### src/rtl/scumv_host_packet_framer.sv
// scumv_host_packet_framer: frames ASC/STL commands toward a UART TX and collects the fixed-length reply from a UART RX
module scumv_host_packet_framer #(
    parameter int ASC_PACKET_SIZE   = 22,
    parameter int STL_PACKET_SIZE   = 16,
    parameter int ASC_RESPONSE_SIZE = 1,
    parameter int STL_RESPONSE_SIZE = 16,
    parameter int TIMEOUT_CYCLES    = 1_000_000
) (
    input  logic       clk,
    input  logic       reset,
    input  logic       cmd_valid,
    output logic       cmd_ready,
    input  logic       cmd_mode,
    input  logic       payload_valid,
    output logic       payload_ready,
    input  logic [7:0] payload_data,
    output logic       tx_valid,
    input  logic       tx_ready,
    output logic [7:0] tx_data,
    input  logic       rx_valid,
    output logic       rx_ready,
    input  logic [7:0] rx_data,
    output logic       rsp_valid,
    input  logic       rsp_ready,
    output logic [7:0] rsp_data,
    output logic       rsp_last,
    output logic       busy,
    output logic       done,
    output logic       timeout_err,
    output logic [7:0] drop_count
);
    typedef enum logic [1:0] {IDLE, PREFIX, PAYLOAD, RESP} state_t;
    localparam int TW = $clog2(TIMEOUT_CYCLES);
    state_t state, state_n;
    logic mode;
    logic [7:0] cnt, pkt_last, rsp_end;
    logic [TW-1:0] tcnt;
    logic tx_hs, rx_hs, cmd_hs, to_hit, rsp_fin;
    always_comb begin
        pkt_last = mode ? 8'(STL_PACKET_SIZE - 1) : 8'(ASC_PACKET_SIZE - 1);
        rsp_end = mode ? 8'(STL_RESPONSE_SIZE - 1) : 8'(ASC_RESPONSE_SIZE - 1);
        cmd_ready = reset && state == IDLE;
        tx_valid = reset && (state == PREFIX || (state == PAYLOAD && payload_valid));
        tx_data = state == PAYLOAD ? payload_data :
                  cnt[1:0] == 2'd0 ? (mode ? 8'h73 : 8'h61) :
                  cnt[1:0] == 2'd1 ? (mode ? 8'h74 : 8'h73) :
                  cnt[1:0] == 2'd2 ? (mode ? 8'h6C : 8'h63) : 8'h2B;
        payload_ready = reset && state == PAYLOAD && tx_ready;
        rx_ready = reset && (state == RESP ? rsp_ready : 1'b1);
        rsp_valid = reset && state == RESP && rx_valid;
        rsp_data = rx_data;
        rsp_last = state == RESP && cnt == rsp_end;
        busy = state != IDLE;
        tx_hs = tx_valid && tx_ready;
        rx_hs = rx_valid && rx_ready;
        cmd_hs = cmd_valid && cmd_ready;
        rsp_fin = state == RESP && rx_hs && cnt == rsp_end;
        // the counter hits TIMEOUT_CYCLES-1 on this idle cycle, so leave now
        to_hit = state == RESP && !rx_hs && tcnt == TW'(TIMEOUT_CYCLES - 2);
        state_n = state;
        case (state)
            IDLE:    state_n = cmd_hs ? PREFIX : IDLE;
            PREFIX:  state_n = (tx_hs && cnt == 8'd3) ? PAYLOAD : PREFIX;
            PAYLOAD: state_n = (tx_hs && cnt == pkt_last) ? RESP : PAYLOAD;
            default: state_n = (rsp_fin || to_hit) ? IDLE : RESP;
        endcase
    end
    always_ff @(posedge clk) begin
        if (!reset) begin
            state <= IDLE;
            mode <= 1'b0;
            cnt <= 8'd0;
            tcnt <= '0;
            done <= 1'b0;
            timeout_err <= 1'b0;
            drop_count <= 8'd0;
        end else begin
            state <= state_n;
            done <= rsp_fin || to_hit;
            if (cmd_hs) mode <= cmd_mode;
            timeout_err <= to_hit ? 1'b1 : cmd_hs ? 1'b0 : timeout_err;
            cnt <= state_n != state ? 8'd0 :
                   (((state == PREFIX || state == PAYLOAD) && tx_hs) || (state == RESP && rx_hs)) ? cnt + 8'd1 : cnt;
            tcnt <= (state == RESP && !rx_hs && !to_hit) ? tcnt + TW'(1) : '0;
            if (state != RESP && rx_valid && drop_count != 8'hFF) drop_count <= drop_count + 8'd1;
        end
    end
endmodule

### config.mk
export PLATFORM = sky130hd
export DESIGN_NAME = scumv_host_packet_framer
export DESIGN_NICKNAME = d
export VERILOG_FILES = /design/src/rtl/scumv_host_packet_framer.sv
export SDC_FILE = /design/constraint.sdc
export NUM_CORES = 1
export LEC_CHECK = 0
export ABC_AREA = 1
export ABC_CLOCK_PERIOD_IN_PS = 2320
export CELL_PAD_IN_SITES_DETAIL_PLACEMENT = 1
export CELL_PAD_IN_SITES_GLOBAL_PLACEMENT = 1
export CORE_ASPECT_RATIO = 1.25
export CORE_UTILIZATION = 38
export CTS_BUF_LIST = sky130_fd_sc_hd__clkbuf_8
export DETAILED_ROUTE_END_ITERATION = 16
export GPL_TIMING_DRIVEN = 0
export MAX_ROUTING_LAYER = met4
export PLACE_DENSITY_LB_ADDON = 0.25
export RECOVER_POWER = 50
export SYNTH_ARGS = -nofsm -noshare
export SYNTH_HDL_FRONTEND = slang
export SYNTH_SLANG_ARGS = --single-unit
### constraint.sdc
create_clock -name clk -period 2.32 [get_ports clk]
set_clock_uncertainty 0.15 [all_clocks]
set_input_delay 0.58 -clock clk [delete_from_list [all_inputs] [get_ports clk]]
set_output_delay 0.58 -clock clk [all_outputs]
set_load 0.01 [all_outputs]
==> reports/summary.txt <==
Worst R2R Start: drop_count[0]
Multiplexer share of the synthesized area: 0%
Area contributors post-synth: dfxtp_1 30%, nand2_1 9.8%, inv_1 7.6%, nor2_1 5.7%, ha_1 5.1%
Most common cell after layout, fill and taps aside: nand2_1
H-tree depth: 2
Number of synthesized register bits: 41
Largest net degree at the start of global routing: 14
Final Cycle Share: 99.1%
CP Class: flop to primary output
Slew Limit Fails: 0
Initial antenna violation count: 0
Post-route insts no fill: 538
Syn Area/Cell: 7.14 sq um
# placed instances: 518
GRT overflow: 0
Min-delay worst type: flop to flop
Num CTS Buffers: 5
Post-route ant nets: 0
Number of global-route vias before repair: 2600
CP startpoint kind: flop
Mapped Area: 2710 sq um
Max cap viols: 0
Combinational power share: 12.0%
PwrDens: 415 nW/um^2
Core Box Area: 6930 sq um
Max VDD drop: 278 uV
Clock sink count: 41
Net Sw Frac: 25.0%
N_diodes: 0
Routed WL: 7310 microns
Slowest library cell on the worst path: dfxtp_4
Area delta synth->final: 31.7%
Crit path max-delay family: flip-flops
Largest family of logic cells by synthesized area: simple AND/OR/NAND/NOR gates
Number of nets in the layout: 482
Critical Path RT: 1590 ps
Iter 0 DRT Violations: 85
DRC violation count after routing: 0
Status: finished, final reports clean
Worst path buffer plus inverter count: 3
Die ar.: 7480 sq um
Critical Path Max Stage Delay: 410 ps
Mapped Cells: 380
Critical path origin: cnt[1]
Pint: 1.11 mW
Seq/Total Area, Yosys: 30.3%
Fin crit period: 2300 ps
Placement Rows: 34
Clk Latency, worst-skew pair: 300 ps
Clk slew on worst S/H paths: 100 ps
Fill cells: 896
I/O pins: 57
Unrepaired setup endpoints after global routing: true
Per-cell routed wire length: 13.6 microns
Worst Slack Setup Final: 21.0 ps
Clk root buf: clkbuf_8
Detailed placement HPWL: 5290 microns
Compound-gate portion of the synthesized area: 8.35%
Synth unique cells: 38
Leak: 1.50 nW
Most frequent cells in the layout: 72 x nand2_1, 49 x inv_1, 37 x nor2_1, 35 x dfxtp_1, 21 x nand3_1
Synth Area in Adders: 5.07%
Sequential share of power: 48.3%
Synth warn: 0
Hold path start: timeout_err
Worst hold slack: 322 ps
CTS Buffer Depth: 2
First-pass GRT wire length: 12000 microns
IO buf count: 48
Vias: 2622
Final GP Congestion: 0.785
Layout cell share with drive strength beyond 1: 26.3%
Starting Density: 39.1%
Critical path cell sequence: inv_6, ha_4, o21a_1, a21oi_2, buf_4, nor2_4, buf_6
CTS hold repair buffers: 0
WP data arrival: 1570 ps
Clock power frac: 39.7%
Worst slack, placed: -863 ps
Share of the synthesized area in the top cell type: 30.3%
Worst-path fanout max: 4
XOR/XNOR Fraction of Synth Area: 5.17%
Relative slew slack: 72.7%
Slew @ Worst Pin: 406 ps
Final Hold Viols: 0
Synth area leader: dfxtp_1
Fmax: 0.435 GHz
Setup violators final: 0
Vias/cell: 4.87
Die W: 77.6 microns
CTS tree: done
Switch Pwr: 0.371 mW
Total track usage: 20.9%
Syn_nets: 415
Post-Synth Simple-Gate Area: 38.2%
DIE HEIGHT: 96.5 microns
Nature of the critical path endpoint: primary output
Drt first pass iters: 4
-- layer usage --
layer | GRT usage (%) | share of wire, % | vias up
li1 | - | - | 1319
met1 | 21.0 | 41 | 1239
met2 | 41.0 | 54 | 52
met3 | 3.19 | 2.9 | 12
met4 | 7.55 | 1.8 | 0
met5 | - | 0 | -
-- stage by stage --
step	setup TNS, ps	power [mW]	utilization (%)	cell area [sq um]
after floorplan	0	0.828	-	2710
after global placement	-5960	0.907	47.7	3310
after detailed placement	-6370	0.910	47.7	3310
after CTS	-36.0	1.51	51.0	3540
after global routing	-59.6	1.56	51.5	3570
final	0	1.48	51.5	3570
-- cell usage after synthesis --
library cell   n
clkinv_1       4
nor2_1        41
inv_1         55
nor3_1         6
clkbuf_1       1
nand2_2       10
buf_2          1
o21a_1         2
nand2_4        1
dfxtp_1       41
nor2_2         4
nor4_1         2
o31ai_1        1
o21ai_1        5
nor3b_2        2
xor2_1        13
or2_2          1
nand2_1       71
ha_1          11
buf_4          8
inv_2         10
nor3_2         9
nand3_2        7
nand4_2        1
nand3_4        1
xnor2_1        3
nand3_1       20
nand4_4        1
a21oi_1       18
o21ai_0       12
buf_6          2
nand4_1        5
nor4_2         1
o21bai_1       1
nor2_4         5
and3_1         2
nand2_8        1
a31oi_4        1
-- state kept, by name (all words and copies together) (netlist names) --
name / flops
done: 1
timeout_err: 1
tcnt: 20
cnt: 8
state: 2
mode: 1
drop_count: 8
-- cell families (layout without fill, tap and decap cells) --
| group | count (synthesis) | after routing |
|---|---|---|
| xor gates and xnor gates | 16 | 16 |
| buffers and inverters | 81 | 149 |
| adders and majority gates | 11 | 11 |
| and+or+nand+nor | 191 | 191 |
| AOI/OAI and AO/OA | 40 | 40 |
| DFF | 41 | 41 |
-- timing repair --
item,CTS,global route
buffers inserted,9,3
gates resized for setup,67,30
endpoints found under the setup margin,15,11
pin swaps,1,2
-- final timing paths --
| check | to | slack, ps | cells past startpoint |
|---|---|---|---|
| setup / recovery | tx_data[2] | 20 | 7 |
| hold / removal | timeout_err | 320 | 2 |
| setup reg to reg | drop_count[0] | 210 | 8 |
| hold reg to reg | timeout_err | 320 | 2 |
-- power by group through the flow --
| stage | Combinational, mW | Sequential [mW] | Clock [mW] |
|---|---|---|---|
| global route | 0.193 | 0.718 | 0.647 |
| detailed placement | 0.174 | 0.737 | 0 |
| finish | 0.178 | 0.716 | 0.589 |
| floorplan | 0.0921 | 0.736 | 0 |
| global placement | 0.171 | 0.736 | 0 |
| CTS | 0.180 | 0.718 | 0.611 |
-- worst reg2reg max path, delay by kind of cell, from the launching register on --
kind | cells | cell delay (ps)
AOI/OAI and AO/OA | 2 | 190
adders and majority gates | 1 | 230
DFF | 1 | 430
and+or+nand+nor | 3 | 800
buffers and inverters | 2 | 200
-- layout make-up --
type	count	area (sq um)	area share, %
multi-input combinational	258	1600	44.7
sequential	41	838	23.5
timing repair buffer	60	537	15.0
inverter	69	274	7.67
tap	90	113	3.15
buffer	12	101	2.84
clock buffer	5	68.8	1.93
clock inverter	3	42.5	1.19
Note: power is estimated with default switching activity, not from simulation.
